## config.mk

```make
export PLATFORM = sky130hd
export DESIGN_NAME = memory_stage
export DESIGN_NICKNAME = d
export VERILOG_FILES = /design/src/rtl/memory_stage.sv
export SDC_FILE = /design/constraint.sdc
export NUM_CORES = 1
export LEC_CHECK = 0
export CAP_MARGIN = 20
export CORE_AREA = 5 5 120 122
export DETAILED_ROUTE_END_ITERATION = 6
export DIE_AREA = 0 0 125 127
export GPL_ROUTABILITY_DRIVEN = 0
export PLACE_DENSITY = 0.72
export RECOVER_POWER = 100
export SYNTH_ARGS = -nofsm -noshare
export SYNTH_HDL_FRONTEND = slang
export SYNTH_SLANG_ARGS = --single-unit
```

## constraint.sdc

```tcl
create_clock -name clk -period 2.2 [get_ports clk]
set_input_delay 0.66 -clock clk [delete_from_list [all_inputs] [get_ports clk]]
set_output_delay 0.66 -clock clk [all_outputs]
set_load 0.03 [all_outputs]
```

## src/rtl/memory_stage.sv

```systemverilog
// MEM stage: data-memory handshake, branch resolution and the MEM/WB register.
// One access in flight at a time; the pipeline stalls until it completes or times out.
module memory_stage #(
    parameter int unsigned TIMEOUT_CYCLES = 255
) (
    input  logic        clk,
    input  logic        reset,
    input  logic        valid_ex_mem,
    input  logic [31:0] alu_result_ex_mem,
    input  logic [31:0] branch_address_ex_mem,
    input  logic        zero_ex_mem,
    input  logic [31:0] store_data_ex_mem,
    input  logic [4:0]  write_register_ex_mem,
    input  logic        ctrl_memRead_ex_mem,
    input  logic        ctrl_memWrite_ex_mem,
    input  logic        ctrl_branch_ex_mem,
    input  logic        ctrl_memToReg_ex_mem,
    input  logic        ctrl_regWrite_ex_mem,
    output logic        dmem_req,
    output logic        dmem_we,
    output logic [31:0] dmem_addr,
    output logic [31:0] dmem_wdata,
    input  logic        dmem_ready,
    input  logic [31:0] dmem_rdata,
    output logic        stall,
    output logic        pc_src,
    output logic [31:0] branch_target,
    output logic        valid_mem_wb,
    output logic        ctrl_regWrite_mem_wb,
    output logic        ctrl_memToReg_mem_wb,
    output logic [31:0] read_data_mem_wb,
    output logic [31:0] alu_result_mem_wb,
    output logic [4:0]  write_register_mem_wb,
    output logic        mem_fault
);

    typedef enum logic {
        IDLE,
        ACCESS
    } state_t;

    localparam logic [7:0] LAST_CNT = 8'(TIMEOUT_CYCLES - 1);

    state_t      state_q;
    logic [7:0]  cnt_q;

    logic        mem_op;
    logic        misaligned;
    logic        in_access;
    logic        at_limit;
    logic        wb_load;
    logic [31:0] wb_rdata;
    logic        fault;

    assign mem_op     = valid_ex_mem & (ctrl_memRead_ex_mem | ctrl_memWrite_ex_mem);
    assign misaligned = mem_op & (alu_result_ex_mem[1:0] != 2'b00);
    assign in_access  = (state_q == ACCESS);
    assign at_limit   = (cnt_q == LAST_CNT);

    assign dmem_req   = in_access;
    assign dmem_we    = in_access & ctrl_memWrite_ex_mem;
    assign dmem_addr  = alu_result_ex_mem;
    assign dmem_wdata = store_data_ex_mem;

    assign pc_src        = valid_ex_mem & ctrl_branch_ex_mem & zero_ex_mem;
    assign branch_target = branch_address_ex_mem;

    // A ready on the last permitted cycle still completes the access.
    assign stall = in_access ? (~dmem_ready & ~at_limit)
                             : (mem_op & ~misaligned);

    always_comb begin
        wb_load  = 1'b0;
        wb_rdata = '0;
        fault    = 1'b0;
        if (in_access) begin
            if (dmem_ready) begin
                wb_load  = 1'b1;
                wb_rdata = ctrl_memWrite_ex_mem ? 32'h0 : dmem_rdata;
            end else if (at_limit) begin
                fault = 1'b1;
            end
        end else if (misaligned) begin
            fault = 1'b1;
        end else if (!mem_op) begin
            wb_load = 1'b1;
        end
    end

    always_ff @(posedge clk or negedge reset) begin
        if (!reset) begin
            state_q               <= IDLE;
            cnt_q                 <= '0;
            mem_fault             <= 1'b0;
            valid_mem_wb          <= 1'b0;
            ctrl_regWrite_mem_wb  <= 1'b0;
            ctrl_memToReg_mem_wb  <= 1'b0;
            read_data_mem_wb      <= '0;
            alu_result_mem_wb     <= '0;
            write_register_mem_wb <= '0;
        end else begin
            mem_fault <= fault;
            unique case (state_q)
                IDLE: begin
                    if (mem_op && !misaligned) begin
                        state_q <= ACCESS;
                        cnt_q   <= '0;
                    end
                end
                ACCESS: begin
                    if (dmem_ready || at_limit) begin
                        state_q <= IDLE;
                    end else begin
                        cnt_q <= cnt_q + 8'd1;
                    end
                end
                default: state_q <= IDLE;
            endcase
            // Anything not completing this cycle leaves a bubble behind.
            if (wb_load) begin
                valid_mem_wb          <= valid_ex_mem;
                ctrl_regWrite_mem_wb  <= ctrl_regWrite_ex_mem;
                ctrl_memToReg_mem_wb  <= ctrl_memToReg_ex_mem;
                read_data_mem_wb      <= wb_rdata;
                alu_result_mem_wb     <= alu_result_ex_mem;
                write_register_mem_wb <= write_register_ex_mem;
            end else begin
                valid_mem_wb          <= 1'b0;
                ctrl_regWrite_mem_wb  <= 1'b0;
                ctrl_memToReg_mem_wb  <= 1'b0;
                read_data_mem_wb      <= '0;
                alu_result_mem_wb     <= '0;
                write_register_mem_wb <= '0;
            end
        end
    end

endmodule

```

==> impl_metrics.prom <==
# TYPE chip_impl_metric gauge
chip_impl_metric{name="area_growth_syn_to_layout",unit="%"} 46.8
chip_impl_metric{name="netlist-cell-type-count",unit=""} 33
chip_impl_metric{name="setup_total_negative_slack",unit="ns"} 0
chip_impl_metric{name="critical_path.max_stage_delay",unit="ns"} 0.28
chip_impl_info{name="crit_type",value="input port to output pin"} 1
chip_impl_metric{name="vdd.ir_drop.worst",unit="mV"} 0.310
chip_impl_metric{name="placed_area",unit="um^2"} 5050
chip_impl_metric{name="cts.reportedPaths.clkPinSlew",unit="ns"} 0.06
chip_impl_metric{name="timing.max_slew.rel_slack",unit="%"} -10.8
chip_impl_metric{name="initial_core_util",unit="%"} 27.9
chip_impl_metric{name="synth-edff-count",unit=""} 0
chip_impl_metric{name="maxCapViolCount",unit=""} 1
chip_impl_metric{name="post_drt_via_cell_ratio",unit=""} 4.26
chip_impl_metric{name="wirelength",unit="mm"} 10.7
chip_impl_metric{name="vertical_die_dimension",unit="um"} 127
chip_impl_metric{name="cts-hold-fix-buffers",unit=""} 0
chip_impl_metric{name="post_layout_nonfiller_instances",unit=""} 594
chip_impl_metric{name="worst-path-max-fanout",unit=""} 2
chip_impl_metric{name="sequential_share_of_the_synthesized_area",unit="%"} 56.3
chip_impl_metric{name="row_count",unit=""} 42
chip_impl_metric{name="grtUsageTotal",unit="%"} 13.3
chip_impl_metric{name="tightest_slew",unit="ns"} 1.66
chip_impl_metric{name="synth.net_count",unit=""} 452
chip_impl_metric{name="register_area",unit="um^2"} 2050
chip_impl_metric{name="maxSlewViolCount",unit=""} 30
chip_impl_metric{name="synth_top_area_share",unit="%"} 56.3
chip_impl_metric{name="cts_buffer_depth",unit=""} 2
chip_impl_metric{name="period_minus_slack",unit="ns"} 2.20
chip_impl_info{name="tritoncts",value="yes"} 1
chip_impl_metric{name="routedWlPerCell",unit="um"} 18.0
chip_impl_metric{name="place.detailed.hpwl",unit="mm"} 8.14
chip_impl_metric{name="io-pin-count",unit=""} 316
chip_impl_metric{name="route.antenna.remaining_nets",unit=""} 0
chip_impl_metric{name="worst_ep_required_time",unit="ns"} 1.54
chip_impl_info{name="yosysTopAreaCell",value="sky130_fd_sc_hd__dfrtp_1"} 1
chip_impl_metric{name="cts.sink_count",unit=""} 82
chip_impl_metric{name="ys_seq_elements",unit=""} 82
chip_impl_metric{name="final_cell_area",unit="um^2"} 5350
chip_impl_info{name="path_common_cell",value="sky130_fd_sc_hd__buf_6"} 1
chip_impl_metric{name="coreArea",unit="um^2"} 13100
chip_impl_metric{name="finish.utilization",unit="%"} 40.9
chip_impl_metric{name="nets",unit=""} 559
chip_impl_metric{name="rrSetupSlack",unit="ns"} 0.18
chip_impl_info{name="cp_slowest_cell",value="sky130_fd_sc_hd__o31a_4"} 1
chip_impl_metric{name="die-width",unit="um"} 125
chip_impl_info{name="critPathLaunchType",value="input port"} 1
chip_impl_info{name="synth.area.top_cells",value="sky130_fd_sc_hd__dfrtp_1 56%, sky130_fd_sc_hd__buf_4 20%, sky130_fd_sc_hd__and3_1 7.0%"} 1
chip_impl_metric{name="post_route_cells_drive_above_1_share",unit="%"} 18.7
chip_impl_metric{name="dieArea",unit="um^2"} 15900
chip_impl_info{name="master_cell_of_the_clock_root_buffer",value="sky130_fd_sc_hd__clkbuf_16"} 1
chip_impl_metric{name="postSynthCellCount",unit=""} 307
chip_impl_metric{name="avgSynthCellArea",unit="um^2"} 11.9
chip_impl_info{name="worstPathCellList",value="clkdlybuf4s15_1 > buf_6 > o211ai_4 > o31a_4 > inv_2 > buf_6"} 1
chip_impl_info{name="rsz0062_at_grt",value="yes"} 1
chip_impl_metric{name="cts.htree.levels",unit=""} 3
chip_impl_metric{name="finalSetupViolCount",unit=""} 0
chip_impl_metric{name="place_inst",unit=""} 577
chip_impl_metric{name="clk_skew",unit="ns"} 0.00675
chip_impl_metric{name="global_route_wire_length_before_repair",unit="mm"} 16.3
chip_impl_info{name="violations",value="max-capacitance violations, max-slew violations"} 1
chip_impl_metric{name="path_buf_inv",unit=""} 4
chip_impl_info{name="worst_path_dominant_cell_family",value="buffers and inverters"} 1
chip_impl_metric{name="insertedDiodeCount",unit=""} 0
chip_impl_metric{name="leakage",unit="nW"} 2.50
chip_impl_metric{name="drc_errors",unit=""} 0
chip_impl_metric{name="clock.fmax",unit="MHz"} 455
chip_impl_metric{name="via_count_of_the_first_global_routing_pass",unit=""} 2701
chip_impl_metric{name="antenna_violations_before_repair",unit=""} 0
chip_impl_metric{name="number_of_filler_instances_in_the_final_layout",unit=""} 1212
chip_impl_metric{name="initialDrtViolationCount",unit=""} 96
chip_impl_metric{name="io_buffers",unit=""} 187
chip_impl_metric{name="hold_viol_final",unit=""} 0
chip_impl_info{name="end_kind",value="output pin"} 1
chip_impl_metric{name="numCtsBuffers",unit=""} 9
chip_impl_metric{name="report.power.total",unit="mW"} 4.02
chip_impl_metric{name="yosys_warnings",unit=""} 0
chip_impl_metric{name="detail_route.first_pass.iterations",unit=""} 4
chip_impl_metric{name="timing.final.crit_share",unit="%"} 99.9
chip_impl_info{name="outcome",value="finished, violations left"} 1
chip_impl_metric{name="data_arrival_at_the_endpoint_of_the_critical_path",unit="ns"} 1.54
chip_impl_metric{name="global_route.overflow_total",unit=""} 0
chip_impl_info{name="worst_hold_path_type",value="register to register"} 1
chip_impl_info{name="dominantRegCellSynth",value="sky130_fd_sc_hd__dfrtp_1"} 1
chip_impl_metric{name="detailed_route_via_count",unit=""} 2532
chip_impl_metric{name="power_density",unit="nW/um^2"} 751
chip_impl_metric{name="synthesis.area",unit="um^2"} 3650
chip_impl_info{name="yosysMostFrequentCell",value="sky130_fd_sc_hd__buf_4"} 1
chip_impl_metric{name="grt_max_degree",unit=""} 44
chip_impl_metric{name="postSynth.asyncResetShare",unit="%"} 100
chip_impl_metric{name="footprint_of_the_multi_input_gates",unit="um^2"} 806
chip_impl_info{name="synth_top_cells_by_count",value="96 x sky130_fd_sc_hd__buf_4, 82 x sky130_fd_sc_hd__dfrtp_1, 41 x sky130_fd_sc_hd__and3_1"} 1
chip_impl_metric{name="clk_latency",unit="ns"} 0.32
-- cell usage in the layout, fill, tap and decap left out, types with 3 or more instances in the layout --
cell type and n:
sky130_fd_sc_hd__dlygate4sd2_1 6, sky130_fd_sc_hd__nand2_1 3, sky130_fd_sc_hd__clkdlybuf4s50_1 144, sky130_fd_sc_hd__o211ai_1 3, sky130_fd_sc_hd__dfrtp_1 82, sky130_fd_sc_hd__and3_1 41, sky130_fd_sc_hd__clkbuf_16 9, sky130_fd_sc_hd__and2_1 34
sky130_fd_sc_hd__buf_4 44, sky130_fd_sc_hd__buf_12 4, sky130_fd_sc_hd__nand3_1 4, sky130_fd_sc_hd__nor2_1 3
-- final timing paths --
check / start / cells after the start / to
max: valid_ex_mem / 6 / stall
min: cnt_q[1]$_DFFE_PN0P_ / 1 / cnt_q[1]$_DFFE_PN0P_
max reg2reg: dmem_req$_DFF_PN0_ / 5 / read_data_mem_wb[0]$_DFF_PN0_
min reg2reg: cnt_q[1]$_DFFE_PN0P_ / 1 / cnt_q[1]$_DFFE_PN0P_
max in group asynchronous: reset / 2 / alu_result_mem_wb[27]$_DFF_PN0_
min in group asynchronous: reset / 1 / read_data_mem_wb[22]$_DFF_PN0_
-- sequential cells by signal, indices dropped and copies added (netlist names) --
| name | flops |
|---|---|
| read_data_mem_wb | 32 |
| ctrl_regWrite_mem_wb | 1 |
| write_register_mem_wb | 5 |
| ctrl_memToReg_mem_wb | 1 |
| dmem_req | 1 |
| cnt_q | 8 |
| valid_mem_wb | 1 |
| mem_fault | 1 |
| alu_result_mem_wb | 32 |
-- report_power, final --
group	internal (mW)	switching [mW]	leakage, nW	total (mW)
registers	1.61	0.0718	1.08	1.68
clock network	0.935	0.584	0.148	1.52
logic	0.393	0.426	1.27	0.818
-- final cells by class --
cell class	instances	area share [%]
sequential	82	38.3
timing repair buffer	204	36.4
multi-input combinational	113	15.1
clock buffer	11	4.72
tap	176	4.12
clock inverter	4	0.959
inverter	4	0.374
-- per-layer routing --
metal	track usage [%]	vias up	share of wire, %
li1	-	1128	-
met1	13.5	1201	36
met2	23.6	161	52
met3	5.93	42	9.7
met4	5.93	0	2.9
met5	0	-	0
-- cells by family after synthesis --
family / Yosys count / synth area share, %
fa+ha+maj: 2 / 0.686
mux: 2 / 0.549
simple gates: 92 / 15.9
compound gates: 17 / 4.87
flops: 82 / 56.3
buf+inv: 112 / 21.8
-- through the flow --
| stage | hold slack, ns | setup WS (ns) |
|---|---|---|
| after floorplan | 0.364 | 0.246 |
| after CTS | 0.262 | -0.0353 |
| final | 0.563 | 0.00121 |
| after global placement | 0.510 | -0.359 |
| after global routing | 0.590 | -0.0694 |
| after detailed placement | 0.537 | -0.361 |
-- repair_timing --
action	CTS	global route
gates resized for setup	11	0
hold endpoints to repair	0	0
buffers inserted	0	2
setup endpoints to repair	4	1
(Power assumes the default switching activity.)
